`config.mk`:
```
export PLATFORM = sky130hd
export DESIGN_NAME = si_alien_fleet_shifter
export DESIGN_NICKNAME = d
export VERILOG_FILES = /design/src/rtl/si_alien_fleet_shifter.sv
export SDC_FILE = /design/constraint.sdc
export NUM_CORES = 1
export LEC_CHECK = 0
export BUFFER_PORTS_ARGS = -buffer_cell sky130_fd_sc_hd__buf_2
export CAP_MARGIN = 20
export CELL_PAD_IN_SITES_DETAIL_PLACEMENT = 1
export CELL_PAD_IN_SITES_GLOBAL_PLACEMENT = 1
export CORE_ASPECT_RATIO = 1.4
export CORE_MARGIN = 3
export CORE_UTILIZATION = 42
export CTS_CLUSTER_DIAMETER = 50
export DETAILED_ROUTE_END_ITERATION = 16
export GPL_TIMING_DRIVEN = 0
export PLACE_DENSITY = 0.77
export SYNTH_ARGS = -nofsm -noshare
export SYNTH_HDL_FRONTEND = slang
export SYNTH_SLANG_ARGS = --single-unit
```
`constraint.sdc`:
```
create_clock -name SC_ALIENFLEET_CLOCK_50 -period 5.4 [get_ports SC_ALIENFLEET_CLOCK_50]
set_input_delay 1.08 -clock SC_ALIENFLEET_CLOCK_50 [delete_from_list [all_inputs] [get_ports SC_ALIENFLEET_CLOCK_50]]
set_output_delay 1.08 -clock SC_ALIENFLEET_CLOCK_50 [all_outputs]
set_load 0.02 [all_outputs]
```
`src/rtl/si_alien_fleet_shifter.sv`:
```
// Alien fleet row shifter: marches all rows sideways on divided frame ticks,
// bouncing off the playfield edges with a one-cycle descend step.
module si_alien_fleet_shifter #(
    parameter int unsigned FLEET_WIDTH = 8,
    parameter int unsigned FLEET_ROWS  = 4,
    parameter int unsigned STEP_DIV    = 16
) (
    input  logic                                        SC_ALIENFLEET_CLOCK_50,
    input  logic                                        SC_ALIENFLEET_RESET_InHigh,
    input  logic                                        SC_ALIENFLEET_clear_InLow,
    input  logic                                        SC_ALIENFLEET_load_InLow,
    input  logic [((FLEET_ROWS > 1) ? $clog2(FLEET_ROWS) : 1)-1:0] SC_ALIENFLEET_load_row_In,
    input  logic [FLEET_WIDTH-1:0]                      SC_ALIENFLEET_DataIn_InBus,
    input  logic                                        SC_ALIENFLEET_enable_In,
    input  logic                                        SC_ALIENFLEET_tick_In,
    input  logic                                        SC_ALIENFLEET_kill_InLow,
    input  logic [((FLEET_ROWS > 1) ? $clog2(FLEET_ROWS) : 1)-1:0] SC_ALIENFLEET_kill_row_In,
    input  logic [$clog2(FLEET_WIDTH)-1:0]              SC_ALIENFLEET_kill_col_In,
    output logic [FLEET_ROWS*FLEET_WIDTH-1:0]           SC_ALIENFLEET_data_OutBUS,
    output logic                                        SC_ALIENFLEET_dir_Out,
    output logic                                        SC_ALIENFLEET_descend_Out,
    output logic                                        SC_ALIENFLEET_empty_Out
);

    localparam int unsigned TW = FLEET_ROWS * FLEET_WIDTH;

    typedef enum logic [1:0] {IDLE, MARCH, DESCEND} state_t;

    state_t      state;
    logic [7:0]  tick_count;

    logic [TW-1:0] killed;
    logic [TW-1:0] shifted;
    logic [TW-1:0] next_fleet;
    logic          edge_r;
    logic          edge_l;
    logic          load_hit;
    logic          step;
    logic          go_descend;

    // Row update: kill is applied first, then edge detection and shifting
    // operate on the post-kill fleet.
    always_comb begin
        killed     = SC_ALIENFLEET_data_OutBUS;
        edge_r     = 1'b0;
        edge_l     = 1'b0;
        shifted    = '0;
        load_hit   = 1'b0;
        go_descend = 1'b0;

        for (int unsigned r = 0; r < FLEET_ROWS; r++) begin
            for (int unsigned c = 0; c < FLEET_WIDTH; c++) begin
                if (!SC_ALIENFLEET_kill_InLow && 32'(SC_ALIENFLEET_kill_row_In) == r
                    && 32'(SC_ALIENFLEET_kill_col_In) == c) begin
                    killed[r*FLEET_WIDTH + c] = 1'b0;
                end
            end
        end

        for (int unsigned r = 0; r < FLEET_ROWS; r++) begin
            edge_r = edge_r | killed[r*FLEET_WIDTH];
            edge_l = edge_l | killed[r*FLEET_WIDTH + FLEET_WIDTH - 1];
            if (SC_ALIENFLEET_dir_Out)
                shifted[r*FLEET_WIDTH +: FLEET_WIDTH] = killed[r*FLEET_WIDTH +: FLEET_WIDTH] << 1;
            else
                shifted[r*FLEET_WIDTH +: FLEET_WIDTH] = killed[r*FLEET_WIDTH +: FLEET_WIDTH] >> 1;
            if (!SC_ALIENFLEET_load_InLow && 32'(SC_ALIENFLEET_load_row_In) == r)
                load_hit = 1'b1;
        end

        step = (state == MARCH) && SC_ALIENFLEET_enable_In && SC_ALIENFLEET_tick_In
               && (32'(tick_count) + 32'd1 == STEP_DIV);

        next_fleet = killed;
        if (!SC_ALIENFLEET_clear_InLow) begin
            next_fleet = '0;
        end else if (load_hit) begin
            next_fleet = SC_ALIENFLEET_data_OutBUS;
            for (int unsigned r = 0; r < FLEET_ROWS; r++) begin
                if (32'(SC_ALIENFLEET_load_row_In) == r)
                    next_fleet[r*FLEET_WIDTH +: FLEET_WIDTH] = SC_ALIENFLEET_DataIn_InBus;
            end
        end else if (step && (|killed)) begin
            if (SC_ALIENFLEET_dir_Out ? edge_l : edge_r)
                go_descend = 1'b1;
            else
                next_fleet = shifted;
        end
    end

    // March FSM, tick divider and registered outputs.
    always_ff @(posedge SC_ALIENFLEET_CLOCK_50) begin
        if (SC_ALIENFLEET_RESET_InHigh) begin
            state                     <= IDLE;
            tick_count                <= 8'd0;
            SC_ALIENFLEET_data_OutBUS <= '0;
            SC_ALIENFLEET_dir_Out     <= 1'b0;
            SC_ALIENFLEET_descend_Out <= 1'b0;
            SC_ALIENFLEET_empty_Out   <= 1'b1;
        end else begin
            SC_ALIENFLEET_data_OutBUS <= next_fleet;
            SC_ALIENFLEET_empty_Out   <= ~(|next_fleet);
            SC_ALIENFLEET_descend_Out <= go_descend;
            case (state)
                IDLE: begin
                    if (SC_ALIENFLEET_enable_In)
                        state <= MARCH;
                end
                MARCH: begin
                    if (!SC_ALIENFLEET_enable_In) begin
                        state <= IDLE;
                    end else begin
                        if (SC_ALIENFLEET_tick_In)
                            tick_count <= step ? 8'd0 : tick_count + 8'd1;
                        if (go_descend)
                            state <= DESCEND;
                    end
                end
                DESCEND: begin
                    SC_ALIENFLEET_dir_Out <= ~SC_ALIENFLEET_dir_Out;
                    state                 <= MARCH;
                end
                default: state <= IDLE;
            endcase
        end
    end

endmodule

```
==> impl_metrics.csv, run 1 <==
group,metric,value,unit
clock_tree,cts_sinks,45,
hold_path,hold_class,"flip-flop to flip-flop",
clock_tree,cts_root_buf,"clkbuf_8",
synthesis,synth-main-ff-cell,"dfxtp_1",
drt,drcViolationCount,0,
placed_design,placed_cells,600,
clock_tree,cts_made_buffers,5,
setup_path,path_class,"input port to flip-flop",
setup_path,startpoint,"SC_ALIENFLEET_kill_InLow",
synthesis,async_reset_ff_share,0,%
clock_tree,cts_setup_buffers,0,
synthesis,synth.area.top_cells,"dfxtp_1 (26%), mux2i_1 (8.9%), nor2_1 (7.1%)",
timing,slew_headroom,25.6,%
timing,timing.fmax,0.207,GHz
drt,dr.pass1.iters,5,
pwr,p_clk_share,33.9,%
floorplanning,core_area,0.00789,sq mm
setup_path,r2r-start,"tick_count[0]",
synthesis,netlist_instances,447,
clock_tree,cts_max_path_buffers,2,
setup_path,arrival,5.05,ns
pwr,p_switching,0.274,mW
pwr,switching_share,33.6,%
synthesis,synthesis.nets,471,
placed_design,gp_congestion,0.971,
pwr,p_seq_share,42.7,%
cells_and_area,final_cell_mix,"nor2_1 (66), buf_2 (54), dfxtp_1 (45)",
synthesis,ys_ff_latch,45,
clock_tree,path_clk_slew,0.10,ns
floorplanning,fp.dieH,114,um
clock_tree,post_cts_resized,0,
run,maxCapViolCount,0,
timing,setup_ws,0.560,ns
pwr,powerDensity,204,mW/mm^2
timing,fin_setup_tns,0,ns
synthesis,avgSynthCellArea,7.80,sq um
cells_and_area,fin_cells,608,
clock_tree,htreeDepth,2,
setup_path,path_max_fanout,10,
floorplanning,die-area,0.00945,sq mm
global_route,grt_pass1_vias,4137,
cells_and_area,final_nets,531,
timing,slew_violations,0,
timing,finalCritPeriodShare,89.6,%
pwr,leakagePower,1.62,nW
cells_and_area,antenna_cells,0,
global_route,grt_first_pass_wirelength,23200,um
drt,wl,15100,um
timing,worstMarginPinSlew,1.11,ns
floorplanning,start_util,44.2,%
synthesis,synth.cell_area,0.00349,sq mm
pwr,comb_power_share,23.4,%
global_route,track_usage,31.8,%
timing,clock_skew,0.0117,ns
synthesis,synth-edff-count,0,
outcome,status,"finished, final reports clean",
cells_and_area,area_delta_synth_final,14.4,%
clock_tree,insertion_delay,0.33,ns
cells_and_area,layout_commonest_cell,"nor2_1",
placed_design,pre_cts_ws,0.406,ns
drt,ant_nets,0,
cells_and_area,drive_above_1_share,18.3,%
setup_path,start_kind,"input port",
drt,drt_iter0_markers,386,
global_route,grt_overflow,0,
synthesis,synth_top_area_share,25.8,%
timing,grt_setup_unrepaired,"no",
drt,wl_per_cell,24.8,um
hold_path,worstHoldEndpoint,"state[0]",
clock_tree,cts_hold_buf,0,
synthesis,yosysWarningCount,0,
setup_path,r2r_cells,12,
global_route,grt_max_degree,16,
drt,avgViaCountPerCell,6.69,
timing,hold_violations,0,
pwr,power,0.816,mW
placed_design,dpl.hpwl,11600,um
floorplanning,row_count,38,
setup_path,r2r_end,"SC_ALIENFLEET_empty_Out",
floorplanning,io_pins,57,
setup_path,crit_required,5.61,ns
synthesis,synth.distinct_cells,66,
synthesis,ys_seq_area_share,25.8,%
timing,finalSetupViolations,0,
global_route,antenna_found_initial,0,
timing,fin_crit,4.84,ns
drt,num_vias,4069,
setup_path,rrSetupSlack,1.00,ns
hold_path,min_from,"state[0]",
timing,whs,0.513,ns
synthesis,yosysTopAreaCell,"dfxtp_1",
pwr,power.internal,0.542,mW
pwr,ir_drop,186,uV
hold_path,hold-path-cell-count,1,
clock_tree,cts_tree,"built",
floorplanning,die_w,83.0,um
placed_design,io_buffers,53,
setup_path,worstSetupEndpointType,"flip-flop",
[state kept, by name, indices dropped and copies added, names as in the netlist]
register                   flops
SC_ALIENFLEET_dir_Out          1
SC_ALIENFLEET_descend_Out      1
tick_count                     8
SC_ALIENFLEET_data_OutBUS     32
SC_ALIENFLEET_empty_Out        1
state                          2
[critical path: stages]
cell,delay (ns)
buf_2,0.11
nand3b_1,0.44
o21ai_0,0.61
nand4_1,0.38
mux2i_1,0.28
buf_4,0.24
nand3_4,0.17
clkbuf_1,0.29
a21o_1,0.23
a31oi_1,0.24
nand4_1,0.19
o41a_1,0.48
o41ai_2,0.30
[worst max path at each step]
| stage | slack (ns) | endpoint | depth (start not counted) |
|---|---|---|---|
| floorplan | 1.29 | SC_ALIENFLEET_empty_Out | 11 |
| global placement | 0.43 | SC_ALIENFLEET_empty_Out | 13 |
| detailed placement | 0.41 | SC_ALIENFLEET_empty_Out | 12 |
| CTS | 0.70 | SC_ALIENFLEET_empty_Out | 11 |
| global route | 0.29 | SC_ALIENFLEET_empty_Out | 13 |
| finish | 0.56 | SC_ALIENFLEET_empty_Out | 13 |
[power by group through the flow]
| stage | clock network (mW) | logic [mW] | registers, mW |
|---|---|---|---|
| floorplan | 0 | 0.110 | 0.363 |
| global placement | 0 | 0.183 | 0.356 |
| detailed placement | 0 | 0.185 | 0.356 |
| CTS | 0.278 | 0.187 | 0.348 |
| global route | 0.286 | 0.204 | 0.349 |
| finish | 0.277 | 0.191 | 0.348 |
[cell families after synthesis]
group	synth area share, %
multiplexers	9.86
AO/OA/AOI/OAI	30.2
AND/OR/NAND/NOR	26.8
XOR/XNOR	1.51
flip-flops	25.8
buffers and inverters	5.09
adder cells (fa/ha/maj)	0.717
[stage by stage]
| step | cell area, sq um | utilization [%] |
|---|---|---|
| final | 3990 | 50.6 |
| after detailed placement | 3880 | 49.1 |
| after CTS | 3990 | 50.6 |
| after floorplan | 3490 | - |
| after global placement | 3880 | 49.1 |
| after global routing | 3990 | 50.6 |
[final cells by class]
type / instances / area, sq um
flip-flops and latches: 45 / 901
well taps: 100 / 125
inverters: 5 / 18.8
plain buffers: 31 / 159
clock buffers: 5 / 68.8
multi-input cells: 366 / 2410
fillers: 1027 / 3900
clock inverters: 3 / 43.8
repair buffers: 53 / 265
[Yosys cell counts, types with 2 or more instances]
master	n
nor2_1	66
dfxtp_1	45
mux2i_1	31
o21ai_0	25
o21ai_1	23
clkbuf_1	22
nand2_1	21
a21oi_1	17
nand3_1	17
a211oi_1	15
a31oi_1	12
nand4_1	11
nor2b_1	10
a311o_1	9
or3_1	8
a2111oi_0	7
a21o_1	7
and3_1	7
o211ai_1	6
nor3_1	5
buf_6	4
inv_1	4
nand2b_1	4
nand3b_1	4
or3b_1	4
a311oi_1	3
and2_1	3
buf_4	3
mux2_2	3
o21a_1	3
o21ai_2	3
xnor2_1	3
xor2_1	3
a211o_1	2
ha_1	2
nor3b_1	2
or3b_4	2
or4_4	2
or4b_2	2
[metal layers]
layer,up-vias,track usage (%),part of all wire [%]
li1,1818,-,-
met1,1968,34.7,37
met2,216,56.3,50
met3,67,5.35,6.2
met4,0,21.4,6.4
met5,-,0,0
No activity file was read; power rests on OpenSTA's default activity.
==> run 2, diff against run 1 <==
--- a/config.mk
+++ b/config.mk
@@ -9,7 +9,6 @@
 export CAP_MARGIN = 20
 export CELL_PAD_IN_SITES_DETAIL_PLACEMENT = 1
 export CELL_PAD_IN_SITES_GLOBAL_PLACEMENT = 1
-export CORE_ASPECT_RATIO = 1.4
 export CORE_MARGIN = 3
 export CORE_UTILIZATION = 42
 export CTS_CLUSTER_DIAMETER = 50
==> impl_metrics.csv, run 2 (synthesis gave the netlist of run 1 again) <==
group,metric,value,unit
outcome,status,"finished, final reports clean",
cells_and_area,layout_commonest_cell,"nor2_1",
floorplanning,io_pins,57,
floorplanning,core_area,0.00789,sq mm
pwr,p_switching,0.275,mW
timing,finalSetupViolations,0,
pwr,p_clk_share,37.6,%
global_route,grt_use_met2,51.0,%
pwr,p_seq_share,40.3,%
cells_and_area,antenna_cells,0,
timing,finalCritPeriodShare,88.6,%
floorplanning,fp.dieH,97.1,um
setup_path,worstSetupEndpointType,"flip-flop",
global_route,gr-usage-met1,41.1,%
timing,timing.fmax,0.209,GHz
global_route,grt_first_pass_wirelength,23300,um
setup_path,start_kind,"input port",
setup_path,path_class,"input port to flip-flop",
cells_and_area,largest_register,"SC_ALIENFLEET_data_OutBUS",
cells_and_area,drive_above_1_share,18.5,%
cells_and_area,n_fill_cell,993,
timing,clock_skew,0.0109,ns
setup_path,max_stage_delay,0.69,ns
pwr,power.internal,0.590,mW
drt,drcViolationCount,0,
clock_tree,cts_tree,"built",
setup_path,crit_required,5.62,ns
setup_path,critical_path_buf_inv_count,1,
clock_tree,post_cts_resized,0,
drt,dr.pass1.iters,5,
timing,whs,0.517,ns
pwr,ir_drop,137,uV
global_route,grt_busiest_layer,"met2",
setup_path,r2r_end,"SC_ALIENFLEET_empty_Out",
floorplanning,die-area,0.00944,sq mm
hold_path,hold_class,"flip-flop to flip-flop",
setup_path,critPathTopFamily,"compound AO/OA/AOI/OAI gates",
placed_design,io_buffers,53,
placed_design,placed_cells,602,
global_route,grt_pass1_vias,4111,
placed_design,gp_congestion,1.01,
timing,fin_crit,4.78,ns
setup_path,path_max_fanout,9,
setup_path,crit_top_cell,"or4_4",
clock_tree,cts_setup_buffers,0,
hold_path,min_from,"state[0]",
clock_tree,htreeDepth,2,
hold_path,hold-path-cell-count,1,
setup_path,startpoint,"SC_ALIENFLEET_kill_InLow",
drt,drt_iter0_markers,418,
cells_and_area,multi_input_area,0.00241,sq mm
global_route,grt_max_degree,16,
cells_and_area,fin_cells,611,
clock_tree,cts_hold_buf,0,
clock_tree,cts_sinks,45,
global_route,antenna_found_initial,0,
clock_tree,cts_made_buffers,5,
timing,worstMarginPinSlew,0.900,ns
floorplanning,row_count,32,
timing,slew_violations,0,
global_route,track_usage,31.3,%
clock_tree,cts_root_buf,"clkbuf_8",
cells_and_area,largest_reg_flops,32,
timing,hold_violations,0,
pwr,powerDensity,215,mW/mm^2
drt,wl,15000,um
global_route,grt_overflow,0,
clock_tree,cts_max_path_buffers,2,
setup_path,arrival,5.01,ns
drt,wl_per_cell,24.5,um
placed_design,dpl.hpwl,11400,um
drt,avgViaCountPerCell,6.64,
clock_tree,path_clk_slew,0.10,ns
timing,fin_setup_tns,0,ns
run,maxCapViolCount,0,
setup_path,r2r-start,"tick_count[0]",
drt,num_vias,4054,
cells_and_area,area_delta_synth_final,15.4,%
floorplanning,start_util,44.2,%
setup_path,rrSetupSlack,1.17,ns
setup_path,crit_chain,"buf_2, nand3b_1, o21ai_0, nand4_1, or4_4, o211ai_4, nand2_4, a211oi_2, o21ai_1, or4_4, o41ai_2",
setup_path,worst-path-stages,11,
clock_tree,insertion_delay,0.31,ns
cells_and_area,regArea,901,sq um
cells_and_area,final_nets,532,
cells_and_area,reg.largest.list,"SC_ALIENFLEET_data_OutBUS: 32 flops, tick_count: 8 flops, state: 2 flops",
setup_path,critPathCapture,"SC_ALIENFLEET_empty_Out",
drt,ant_nets,0,
timing,slew_headroom,40.0,%
timing,grt_setup_unrepaired,"no",
setup_path,critPathSlowestCell,"o21ai_0",
global_route,met3_usage,5.60,%
pwr,leakagePower,1.63,nW
pwr,switching_share,31.8,%
cells_and_area,final_cell_mix,"nor2_1 (66), buf_2 (54), dfxtp_1 (45)",
pwr,comb_power_share,22.1,%
floorplanning,die_w,97.1,um
setup_path,r2r_cells,12,
==> run 2: worst min-delay path by stage <==
stage	endpoint	slack, ns
6_report	state[0]	0.52
5_1_grt	state[0]	0.54
4_1_cts	state[0]	0.51
3_5_place_dp	state[0]	0.49
3_3_place_gp	state[0]	0.47
2_1_floorplan	state[0]	0.45
==> run 2: through the flow <==
| stage | utilization [%] | setup WS, ns | cell area, sq um | power (mW) |
|---|---|---|---|---|
| 6_report | 51.0 | 0.617 | 4030 | 0.865 |
| 5_1_grt | 51.0 | 0.507 | 4030 | 0.894 |
| 4_1_cts | 51.0 | 0.767 | 4020 | 0.863 |
| 3_5_place_dp | 49.2 | 0.452 | 3880 | 0.541 |
| 3_3_place_gp | 49.2 | 0.470 | 3880 | 0.538 |
| 2_1_floorplan | - | 1.29 | 3490 | 0.473 |
==> run 2: per-layer routing <==
| metal | up-vias | share of wire [%] | wire, um |
|---|---|---|---|
| li1 | 1816 | - | - |
| met1 | 1993 | 43 | 6390 |
| met2 | 203 | 46 | 6910 |
| met3 | 42 | 8.1 | 1220 |
| met4 | 0 | 3.1 | 459 |
| met5 | - | 0 | 0 |
==> run 2: worst reg2reg max path, cell delays in order (launching register included) <==
cell,delay [ns]
dfxtp_1,0.37
ha_1,0.28
nand3_1,0.14
nor2_1,0.08
or3_1,0.35
a2111oi_4,0.80
and2_1,0.39
o21ai_2,0.17
buf_4,0.21
o211ai_1,0.29
nand3_1,0.13
or4b_2,0.66
o41ai_2,0.27
==> run 2: area by class of cell <==
| type | count | area share, % |
|---|---|---|
| buffer | 31 | 3.95 |
| clock buffer | 5 | 1.71 |
| clock inverter | 3 | 1.71 |
| inverter | 5 | 0.466 |
| multi-input combinational | 366 | 59.9 |
| sequential | 45 | 22.4 |
| tap | 102 | 3.17 |
| timing repair buffer | 54 | 6.77 |
==> run 2: power by group through the flow <==
| stage | Clock (mW) | Sequential, mW | Combinational, mW |
|---|---|---|---|
| CTS | 0.330 | 0.348 | 0.185 |
| global placement | 0 | 0.356 | 0.182 |
| detailed placement | 0 | 0.356 | 0.185 |
| global route | 0.340 | 0.350 | 0.204 |
| finish | 0.325 | 0.348 | 0.191 |
| floorplan | 0 | 0.363 | 0.110 |
